[src/rtl/lcd_write_scheduler.sv]
// ---------------------------------------------------------------------------
// lcd_write_scheduler
//
// Turns keyboard characters into a paced stream of HD44780-style LCD words.
// Keys are buffered in a small FIFO. A scheduler FSM pops one key at a time,
// decodes it into 1..3 LCD words (data, cursor address, blanking), tracks the
// cursor position, and hands each word to the LCD driver. After power-up or
// reset, the FSM first sends the display initialisation sequence.
//
// Handshake with the LCD driver:
//   data_ready pulses for one cycle while lcd_word holds the word. The
//   scheduler then waits for busy_flag to go high (the driver accepted the
//   word) and then low (the transfer is finished). Only then does it present
//   the next word. lcd_word holds its value from the data_ready cycle until
//   busy_flag falls.
//
// Parameters
//   FIFO_DEPTH  key buffer entries (power of two, 2..16)
//   COLS        visible characters per LCD line (2..40)
//
// Ports
//   clk                 system clock, rising edge
//   internal_reset_lcd  asynchronous active-high reset
//   key_valid/key_char  one-cycle key strobe and its ASCII code
//   busy_flag           LCD driver busy
//   data_ready          one-cycle latch request for lcd_word
//   lcd_word            {RS, byte}; RS = 1 for data, 0 for instruction
//   cursor_row/col      current cursor position
//   fifo_full           key buffer full; strobes are dropped while high
//
// Optional feature
//   LCD_CLEAR_ON_WRAP_EN: a wrap from row 1 back to row 0 sends the clear
//   instruction (0x01) instead of a cursor address.
// ---------------------------------------------------------------------------
module lcd_write_scheduler #(
  parameter int FIFO_DEPTH = 4,
  parameter int COLS       = 16
) (
  input  logic       clk,
  input  logic       internal_reset_lcd,
  input  logic       key_valid,
  input  logic [7:0] key_char,
  input  logic       busy_flag,
  output logic       data_ready,
  output logic [8:0] lcd_word,
  output logic       cursor_row,
  output logic [5:0] cursor_col,
  output logic       fifo_full
);

  localparam int AW = (FIFO_DEPTH > 1) ? $clog2(FIFO_DEPTH) : 1;
  localparam logic [AW:0] DEPTH_C = (AW+1)'(FIFO_DEPTH);
  localparam logic [5:0]  COLS_C  = 6'(COLS);

  typedef enum logic [2:0] {
    INIT    = 3'd0,
    IDLE    = 3'd1,
    DECODE  = 3'd2,
    ISSUE   = 3'd3,
    WAIT_HI = 3'd4,
    WAIT_LO = 3'd5
  } state_t;

  state_t state, state_next;

  // ---------------------------------------------------------------------
  // Key FIFO
  // ---------------------------------------------------------------------
  logic [7:0]    fifo_mem [FIFO_DEPTH];
  logic [AW-1:0] wr_ptr, rd_ptr;
  logic [AW:0]   fifo_cnt;
  logic          push, pop;

  assign fifo_full = (fifo_cnt == DEPTH_C);
  assign push      = key_valid && !fifo_full;

  // The storage array carries no reset; occupancy is tracked by fifo_cnt.
  always_ff @(posedge clk) begin
    if (push) fifo_mem[wr_ptr] <= key_char;
  end

  always_ff @(posedge clk or posedge internal_reset_lcd) begin
    if (internal_reset_lcd) begin
      wr_ptr   <= '0;
      rd_ptr   <= '0;
      fifo_cnt <= '0;
    end else begin
      if (push) wr_ptr <= wr_ptr + 1'b1;
      if (pop)  rd_ptr <= rd_ptr + 1'b1;
      // A push and a pop in the same cycle leave the count unchanged.
      case ({push, pop})
        2'b10:   fifo_cnt <= fifo_cnt + 1'b1;
        2'b01:   fifo_cnt <= fifo_cnt - 1'b1;
        default: fifo_cnt <= fifo_cnt;
      endcase
    end
  end

  // ---------------------------------------------------------------------
  // Word helpers
  // ---------------------------------------------------------------------
  function automatic logic [8:0] line_addr(input logic r, input logic [5:0] c);
    logic [7:0] base;
    base = r ? 8'hC0 : 8'h80;
    return {1'b0, base + {2'b00, c}};
  endfunction

  // Word sent when the cursor moves to column 0 of the other line. Enter and
  // automatic wrap share this word.
  function automatic logic [8:0] wrap_word(input logic r);
`ifdef LCD_CLEAR_ON_WRAP_EN
    return r ? 9'h001 : 9'h0C0;
`else
    return r ? 9'h080 : 9'h0C0;
`endif
  endfunction

  function automatic logic [8:0] init_word(input logic [1:0] step);
    case (step)
      2'd0:    return 9'h038;
      2'd1:    return 9'h00C;
      2'd2:    return 9'h006;
      default: return 9'h001;
    endcase
  endfunction

  // ---------------------------------------------------------------------
  // Scheduler registers
  // ---------------------------------------------------------------------
  logic [7:0] dec_char;     // key popped in IDLE and decoded in DECODE
  logic [8:0] wq_a, wq_b;   // words still to issue after the current one
  logic [1:0] wq_left;      // number of valid entries in wq_a/wq_b
  logic [1:0] init_step;
  logic       init_active;

  // Combinational decode results and control strobes
  logic [8:0] dw0, dw1, dw2;
  logic [1:0] dcnt;
  logic       row_n;
  logic [5:0] col_n;
  logic       word_load;
  logic [8:0] word_val;
  logic       dec_commit, q_shift, init_adv, init_done;

  always_ff @(posedge clk or posedge internal_reset_lcd) begin
    if (internal_reset_lcd) state <= INIT;
    else                    state <= state_next;
  end

  always_comb begin
    state_next = state;
    pop        = 1'b0;
    word_load  = 1'b0;
    word_val   = lcd_word;
    dec_commit = 1'b0;
    q_shift    = 1'b0;
    init_adv   = 1'b0;
    init_done  = 1'b0;
    dw0        = 9'h000;
    dw1        = 9'h000;
    dw2        = 9'h000;
    dcnt       = 2'd0;
    row_n      = cursor_row;
    col_n      = cursor_col;

    // Decode the popped key. The result is used only in DECODE.
    if (dec_char >= 8'h20 && dec_char <= 8'h7E) begin
      dw0  = {1'b1, dec_char};
      dcnt = 2'd1;
      if (cursor_col + 6'd1 == COLS_C) begin
        dw1   = wrap_word(cursor_row);
        dcnt  = 2'd2;
        row_n = ~cursor_row;
        col_n = 6'd0;
      end else begin
        col_n = cursor_col + 6'd1;
      end
    end else if (dec_char == 8'h0D) begin
      dw0   = wrap_word(cursor_row);
      dcnt  = 2'd1;
      row_n = ~cursor_row;
      col_n = 6'd0;
    end else if (dec_char == 8'h08 && cursor_col != 6'd0) begin
      // Step back, blank the cell, then leave the cursor on the blank cell.
      col_n = cursor_col - 6'd1;
      dw0   = line_addr(cursor_row, col_n);
      dw1   = 9'h120;
      dw2   = line_addr(cursor_row, col_n);
      dcnt  = 2'd3;
    end

    case (state)
      INIT: begin
        word_load  = 1'b1;
        word_val   = init_word(init_step);
        state_next = ISSUE;
      end
      IDLE: begin
        if (fifo_cnt != '0) begin
          pop        = 1'b1;
          state_next = DECODE;
        end
      end
      DECODE: begin
        if (dcnt == 2'd0) begin
          state_next = IDLE;
        end else begin
          dec_commit = 1'b1;
          word_load  = 1'b1;
          word_val   = dw0;
          state_next = ISSUE;
        end
      end
      ISSUE:   state_next = WAIT_HI;
      WAIT_HI: if (busy_flag) state_next = WAIT_LO;
      WAIT_LO: begin
        if (!busy_flag) begin
          if (init_active) begin
            if (init_step == 2'd3) begin
              init_done  = 1'b1;
              state_next = IDLE;
            end else begin
              init_adv   = 1'b1;
              state_next = INIT;
            end
          end else if (wq_left != 2'd0) begin
            word_load  = 1'b1;
            word_val   = wq_a;
            q_shift    = 1'b1;
            state_next = ISSUE;
          end else begin
            state_next = IDLE;
          end
        end
      end
      default: state_next = INIT;
    endcase
  end

  assign data_ready = (state == ISSUE);

  always_ff @(posedge clk or posedge internal_reset_lcd) begin
    if (internal_reset_lcd) begin
      lcd_word    <= 9'h000;
      dec_char    <= 8'h00;
      wq_a        <= 9'h000;
      wq_b        <= 9'h000;
      wq_left     <= 2'd0;
      init_step   <= 2'd0;
      init_active <= 1'b1;
      cursor_row  <= 1'b0;
      cursor_col  <= 6'd0;
    end else begin
      if (word_load) lcd_word <= word_val;
      if (pop)       dec_char <= fifo_mem[rd_ptr];
      if (dec_commit) begin
        wq_a       <= dw1;
        wq_b       <= dw2;
        wq_left    <= dcnt - 2'd1;
        cursor_row <= row_n;
        cursor_col <= col_n;
      end
      if (q_shift) begin
        wq_a    <= wq_b;
        wq_left <= wq_left - 2'd1;
      end
      if (init_adv) init_step <= init_step + 2'd1;
      if (init_done) begin
        init_active <= 1'b0;
        cursor_row  <= 1'b0;
        cursor_col  <= 6'd0;
      end
    end
  end

endmodule

[config.mk]
export PLATFORM = sky130hd
export DESIGN_NAME = lcd_write_scheduler
export DESIGN_NICKNAME = d
export VERILOG_FILES = /design/src/rtl/lcd_write_scheduler.sv
export SDC_FILE = /design/constraint.sdc
export NUM_CORES = 1
export LEC_CHECK = 0
export ABC_CLOCK_PERIOD_IN_PS = 2610
export BUFFER_PORTS_ARGS = -buffer_cell sky130_fd_sc_hd__buf_2
export CAP_MARGIN = 25
export CORE_MARGIN = 2
export CORE_UTILIZATION = 40
export CTS_CLUSTER_SIZE = 28
export DETAILED_ROUTE_END_ITERATION = 7
export PLACE_DENSITY = 0.61
export RECOVER_POWER = 100
export SLEW_MARGIN = 20
export SYNTH_ARGS = -nofsm -noshare
export SYNTH_HDL_FRONTEND = slang
export SYNTH_SLANG_ARGS = --single-unit
[constraint.sdc]
create_clock -name clk -period 2.61 [get_ports clk]
set_input_delay 0 -clock clk [delete_from_list [all_inputs] [get_ports clk]]
set_output_delay 0 -clock clk [all_outputs]
set_load 0.02 [all_outputs]
# [Yosys cells after proc, flatten, opt, wreduce, memory -nomap -nowiden]
# Memory sizes are Yosys's and may differ from the RTL's. A register that Yosys moved wholly into a read port is not among the register bits.
# Index checks and enable logic that the tools add are counted.
[word_totals] reg_bits=49 latch_bits=0 mem_bits_rw=32 romBits=0 in_bits=12 out_inout_bits=18 elab_cells=131 n_memories=1
[op_classes] add_sub_neg=10 multipliers=0 div_mod_pow=0 order_cmp=2 eq_ne=21 shift=0 n_mux=64 bitwise_logic=1 reduce_logical=20
[memory_table] memory="fifo_mem" depth=4 word_bits=8 rd=1 rd_clocked_by_memory_dff=1 wr=1 line="69" rtl="logic [7:0] fifo_mem [FIFO_DEPTH];"
[op_table] cell="9-bit 2-to-1 mux" n=10
[op_table] cell="8-bit 2-to-1 mux" n=5
[op_table] cell="6-bit 2-to-1 mux" n=6
[op_table] cell="9-bit one-hot mux with 3 select lines" n=1
[op_table] cell="1-bit 2-to-1 mux" n=24
[op_table] cell="3-bit one-hot mux with 6 select lines" n=1
[op_table] cell="6-bit one-hot mux with 3 select lines" n=1
[op_table] cell="8-bit by 4-bit equality test with 1-bit output (second input constant)" n=2
[op_table] cell="2-bit 2-to-1 mux" n=8
[op_table] cell="7-bit 2-to-1 mux" n=2
[op_table] cell="3-bit 2-to-1 mux" n=4
[op_table] cell="2-bit != test (second input constant)" n=6
[op_table] cell="3-bit equality test (second input constant)" n=3
[op_table] cell="3-bit nonzero test" n=3
[op_table] cell="8-bit by 6-bit adder with 8-bit output" n=1
[op_table] cell="8-bit by 6-bit greater-or-equal comparator with 1-bit output (second input constant)" n=1
[op_table] cell="8-bit by 7-bit <= comparator with 1-bit output (second input constant)" n=1
[op_table] cell="2-bit nonzero test" n=4
[op_table] cell="2-bit by 1-bit adder with 2-bit output (second input constant)" n=3
[op_table] cell="6-bit by 1-bit adder with 6-bit output (second input constant)" n=1
[op_table] cell="2-bit equality test (second input constant)" n=3
[op_table] cell="3-bit by 2-bit equality test with 1-bit output (second input constant)" n=2
[op_table] cell="6-bit by 5-bit equality test with 1-bit output (second input constant)" n=1
[op_table] cell="3-bit one-hot mux with 2 select lines" n=1
[op_table] cell="other kinds (18)" n=24

# [Depth between registers and ports, before layout]
[depth] word_depth=10 ltp_mapped=11 ltp_nobuf=10

# [Worst setup path before layout]
# Ideal clock, no wire load.
[synth_path] kind="reg-to-reg" from="reg state[0]" to="reg fifo_cnt[2]" setup_ns=0.079 t_arrival_ns=2.202 required_time_ns=2.531 setup_slack_ns=0.329 path_stages_with_launch=12 n_path_buf=2 period_less_slack_ns=2.281 cell_sequence="dfrtp_1 -> buf_2 -> nand2b_1 -> or3_1 -> clkbuf_1 -> inv_1 -> ha_1 -> inv_1 -> fa_1 -> xor2_1 -> nor2_1 -> xor2_1"
[synth_between] elab_chain_len=4 elab_cells_between_ends=6 cone_classes="eq/ne: 3; mux: 2; reduce/logical: 1"
[synth_lines] item="from (decl)" line="64" rtl="state_t state, state_next;"
[synth_lines] item="from (signal assigned)" line="147" rtl="else state <= state_next;"
[synth_lines] item="3-bit by 1-bit equality test with 1-bit output *" line="192" rtl="case (state)"
[synth_lines] item="1-bit 2-to-1 mux *" line="192"
[synth_lines] item="net pop" line="72" rtl="logic push, pop;"
[synth_lines] item="2-bit by 1-bit equality test with 1-bit output / 2-bit equality test (equally long branches)" line="91" rtl="case ({push, pop})"
[synth_lines] item="3-bit one-hot mux with 2 select lines / 2-bit nonzero test (equally long branches)"
[synth_lines] item="to (signal assigned)" line="92" rtl="2'b10: fifo_cnt <= fifo_cnt + 1'b1;"
[synth_lines] item="to (signal assigned)" line="93" rtl="2'b01: fifo_cnt <= fifo_cnt - 1'b1;"
[synth_lines] item="to (signal assigned)" line="94" rtl="default: fifo_cnt <= fifo_cnt;"
[synth_lines] item="to (decl)" line="71" rtl="logic [AW:0] fifo_cnt;"
# Mark *: on every way through the listed nets, which the timed path passes. The rest lies on a longest branch.
# A chain may end at the register's enable or synchronous reset.

# [Worst setup path after layout]
[layout_path] from="reg cursor_col[3]" to="reg cursor_col[3]"
[layout_between] elab_chain_len=10 elab_cells_between_ends=21 cone_classes="add/sub: 2; eq/ne: 1; mux: 12; reduce/logical: 6"
[layout_lines] item="from (decl)" line="47" rtl="output logic [5:0] cursor_col,"
[layout_lines] item="from (signal assigned)" line="261" rtl="cursor_col <= col_n;"
[layout_lines] item="parallel branches: the longest is 10 deep, another holds 6-bit by 1-bit adder with 6-bit output"
# Several ways; the timed one is not identified. The select of a mux whose other input is x is not followed.

==> results.json <==
{
  "outcome": "finished, violations left",
  "violations": "max-capacitance violations, max-slew violations",
  "worstRegToRegCells": 6,
  "end_kind": "flip-flop",
  "setup_tns_ns": 0,
  "cp-start-kind": "flip-flop",
  "dp_hpwl_um": 6560,
  "layout_min_cycle_time_ns": 2.20,
  "critical_path_class": "reg -> reg",
  "clock_path_buffers": 2,
  "power_density_nw_per_um2": 1120,
  "drtIter0Drc": 211,
  "startpoint": "cursor_col[3]$_DFFE_PP0P_",
  "hold_violations": 0,
  "n_antenna_cell": 0,
  "nets": 441,
  "crit_slowest_cell": "or3_1",
  "worst_slew_pin_slew_ns": 1.75,
  "synth-edff-count": 32,
  "clkSlewWorstSetupHoldPaths_ns": 0.10,
  "r2r-start": "cursor_col[3]$_DFFE_PP0P_",
  "ys_async_sr_fraction_pct": 63.6,
  "grt_pass1_vias": 3020,
  "fillers": 1037,
  "critPathMaxStageDelay_ns": 0.49,
  "worstPathArrival_ns": 2.47,
  "fp.dieH_um": 108,
  "syn_avg_cell_area_um2": 11.8,
  "final_area_um2": 4910,
  "cts_max_level": 3,
  "area_delta_synth_final_pct": 12.5,
  "finalPower_mw": 5.51,
  "die_w_um": 108,
  "die-area_um2": 11800,
  "peakVddDrop_mv": 0.472,
  "hp-class": "in -> reg",
  "synth_area_um2": 4360,
  "grt_overflow_total": 0,
  "required_ns": 2.88,
  "via_count": 3057,
  "placedCellCount": 536,
  "fin_hold_ws_ns": 0.0232,
  "crit_fanout": 13,
  "antenna_found_initial": 0,
  "core_region_area_um2": 10700,
  "drc": 0,
  "ant_nets": 0,
  "rsz0062_at_grt": "no",
  "setup_viol": 0,
  "numClockSinks": 88,
  "cts_tree": "done",
  "endpoint": "cursor_col[3]$_DFFE_PP0P_",
  "first_pass_iters": 4,
  "regToRegSetupSlack_ns": 0.41,
  "grt_pass1_wl_um": 15200,
  "final.period_utilization_pct": 84.4,
  "cts_root_buf": "clkbuf_8",
  "grt_max_degree": 47,
  "clock_latency_ns": 0.38,
  "syn_inst": 369,
  "layout-drive-gt1-share_pct": 14.7,
  "viasPerCell": 5.45,
  "ios": 30,
  "track_usage_pct": 17.1,
  "r2r_end": "cursor_col[3]$_DFFE_PP0P_",
  "max_slew_margin_pct": -16.8,
  "ys.flop_type": "dfrtp_1",
  "yosys_warnings": 0,
  "layout_common_cells": "dfrtp_1, nand2_1, edfxtp_1",
  "placed_area_um2": 4700,
  "final_common_cell": "dfrtp_1",
  "io_buffers": 29,
  "synth_nets": 394,
  "numCtsBuffers": 9,
  "start_util_pct": 40.6,
  "wire_per_inst_um": 16.6,
  "rows": 38,
  "p_leak_nw": 1.94,
  "max_cap_violations": 1,
  "synth_seq_cells": 88,
  "fin_skew_ns": 0.0105,
  "yosysSeqAreaShare_pct": 54.2,
  "synth_cell_types": 63,
  "gp_congestion": 0.822,
  "slew_violations": 47,
  "crit_path_cell_trace": "or3_1 > o31ai_1 > a2bb2oi_1 > buf_4 > a21oi_1 > a31o_2",
  "fmax_ghz": 0.454,
  "fin_cells": 561,
  "wl_um": 9290
}
-- metrics by stage --
stage | utilization, % | worst slack (ns)
2_1_floorplan | - | 0.329
3_3_place_gp | 43.7 | 0.489
3_5_place_dp | 43.7 | 0.453
4_1_cts | 46.4 | 0.433
5_1_grt | 45.7 | 0.223
6_report | 45.7 | 0.407
-- registers in the layout (all words and copies together), names as in the netlist, 3 cells and up --
name,flops
cursor_col,6
dec_char,8
fifo_cnt,3
fifo_mem,32
lcd_word,9
state,3
wq_a,9
wq_b,8
-- timing repair --
action,in CTS,in global routing
setup buffers,0,0
resized for setup,0,0
endpoints found under the hold margin,76,0
hold buffers,9,0
-- critical path: cells and delay by family (launching register included) --
family | cells | cell delay (ns)
flops | 1 | 0.48
buf+inv | 1 | 0.24
compound gates | 4 | 0.89
simple gates | 1 | 0.49
-- layer usage --
metal  global-route usage, %  part of all wire, %  vias to the layer above
li1                        -                    -                     1442
met1                    21.8                   44                     1528
met2                    29.0                   51                       74
met3                    3.25                  3.9                       13
met4                    6.04                  1.4                        0
met5                       0                    0                        -
-- cell families after synthesis --
group                    count (synthesis)  share of synthesized area [%]
adder cells (fa/ha/maj)                 13                           3.90
AND/OR/NAND/NOR                        122                           14.4
buffers and inverters                   34                           3.79
multiplexers                            21                           7.40
AO/OA/AOI/OAI                           79                           13.9
XOR/XNOR                                12                           2.41
flip-flops                              88                           54.2
-- synthesized netlist by cell type (all sizes together) (2+ instances only) --
| cell | count | area [um^2] |
|---|---|---|
| mux4 | 8 | 180 |
| o21ba | 2 | 20.0 |
| edfxtp | 32 | 961 |
| xnor2 | 9 | 78.8 |
| nand2b | 4 | 25.0 |
| nor2b | 4 | 25.0 |
| a21oi | 13 | 68.8 |
| mux2i | 3 | 30.0 |
| nand3b | 2 | 15.0 |
| a2bb2oi | 2 | 23.8 |
| a222oi | 3 | 30.0 |
| nand4 | 2 | 12.5 |
| a21o | 2 | 15.0 |
| xor2 | 3 | 26.3 |
| buf | 11 | 76.3 |
| inv | 16 | 60.1 |
| nor2 | 19 | 71.3 |
| and2 | 8 | 50.1 |
| o211ai | 4 | 30.0 |
| o22ai | 2 | 12.5 |
| mux2 | 10 | 113 |
| o21a | 4 | 30.0 |
| dfrtp | 55 | 1380 |
| clkbuf | 7 | 28.8 |
| a221oi | 3 | 26.3 |
| nor4 | 2 | 27.5 |
| or3 | 4 | 30.0 |
| nand3 | 12 | 70.1 |
| ha | 12 | 150 |
| o2111ai | 3 | 43.8 |
| a31oi | 8 | 50.1 |
| o31ai | 6 | 58.8 |
| o21ai | 16 | 80.1 |
| nor3 | 8 | 40.0 |
| a31o | 3 | 26.3 |
| nor3b | 2 | 26.3 |
| nand2 | 48 | 180 |
| and3 | 4 | 25.0 |
-- where the power goes --
group          leakage [nW]  switching (mW)  internal (mW)
Sequential            0.997           0.376           1.85
Combinational         0.845            1.37          0.986
Clock                 0.101           0.558          0.375
Total                  1.94            2.30           3.21
-- how the worst min path moves through the flow --
stage | start | cells past startpoint | endpoint | slack [ns]
after floorplan | key_char[0] | 0 | fifo_mem[0][0]$_DFFE_PP_ | 0.1
after global placement | key_char[6] | 1 | fifo_mem[2][6]$_DFFE_PP_ | 0.21
after detailed placement | key_char[6] | 1 | fifo_mem[3][6]$_DFFE_PP_ | 0.22
after CTS | busy_flag | 3 | state[1]$_DFFE_PP0P_ | 0.01
after global routing | busy_flag | 3 | state[1]$_DFFE_PP0P_ | 0.05
final | busy_flag | 3 | state[1]$_DFFE_PP0P_ | 0.02
-- area by class of cell --
class	count	area, um^2	share of cell area (%)
Sequential cell	88	2360	48.2
Clock buffer	9	124	2.52
Tap cell	140	175	3.57
Multi-Input combinational cell	247	1810	36.8
Clock inverter	7	73.8	1.50
Timing Repair Buffer	54	303	6.17
Inverter	16	60.1	1.22
No activity file was read; power rests on OpenSTA's default activity.
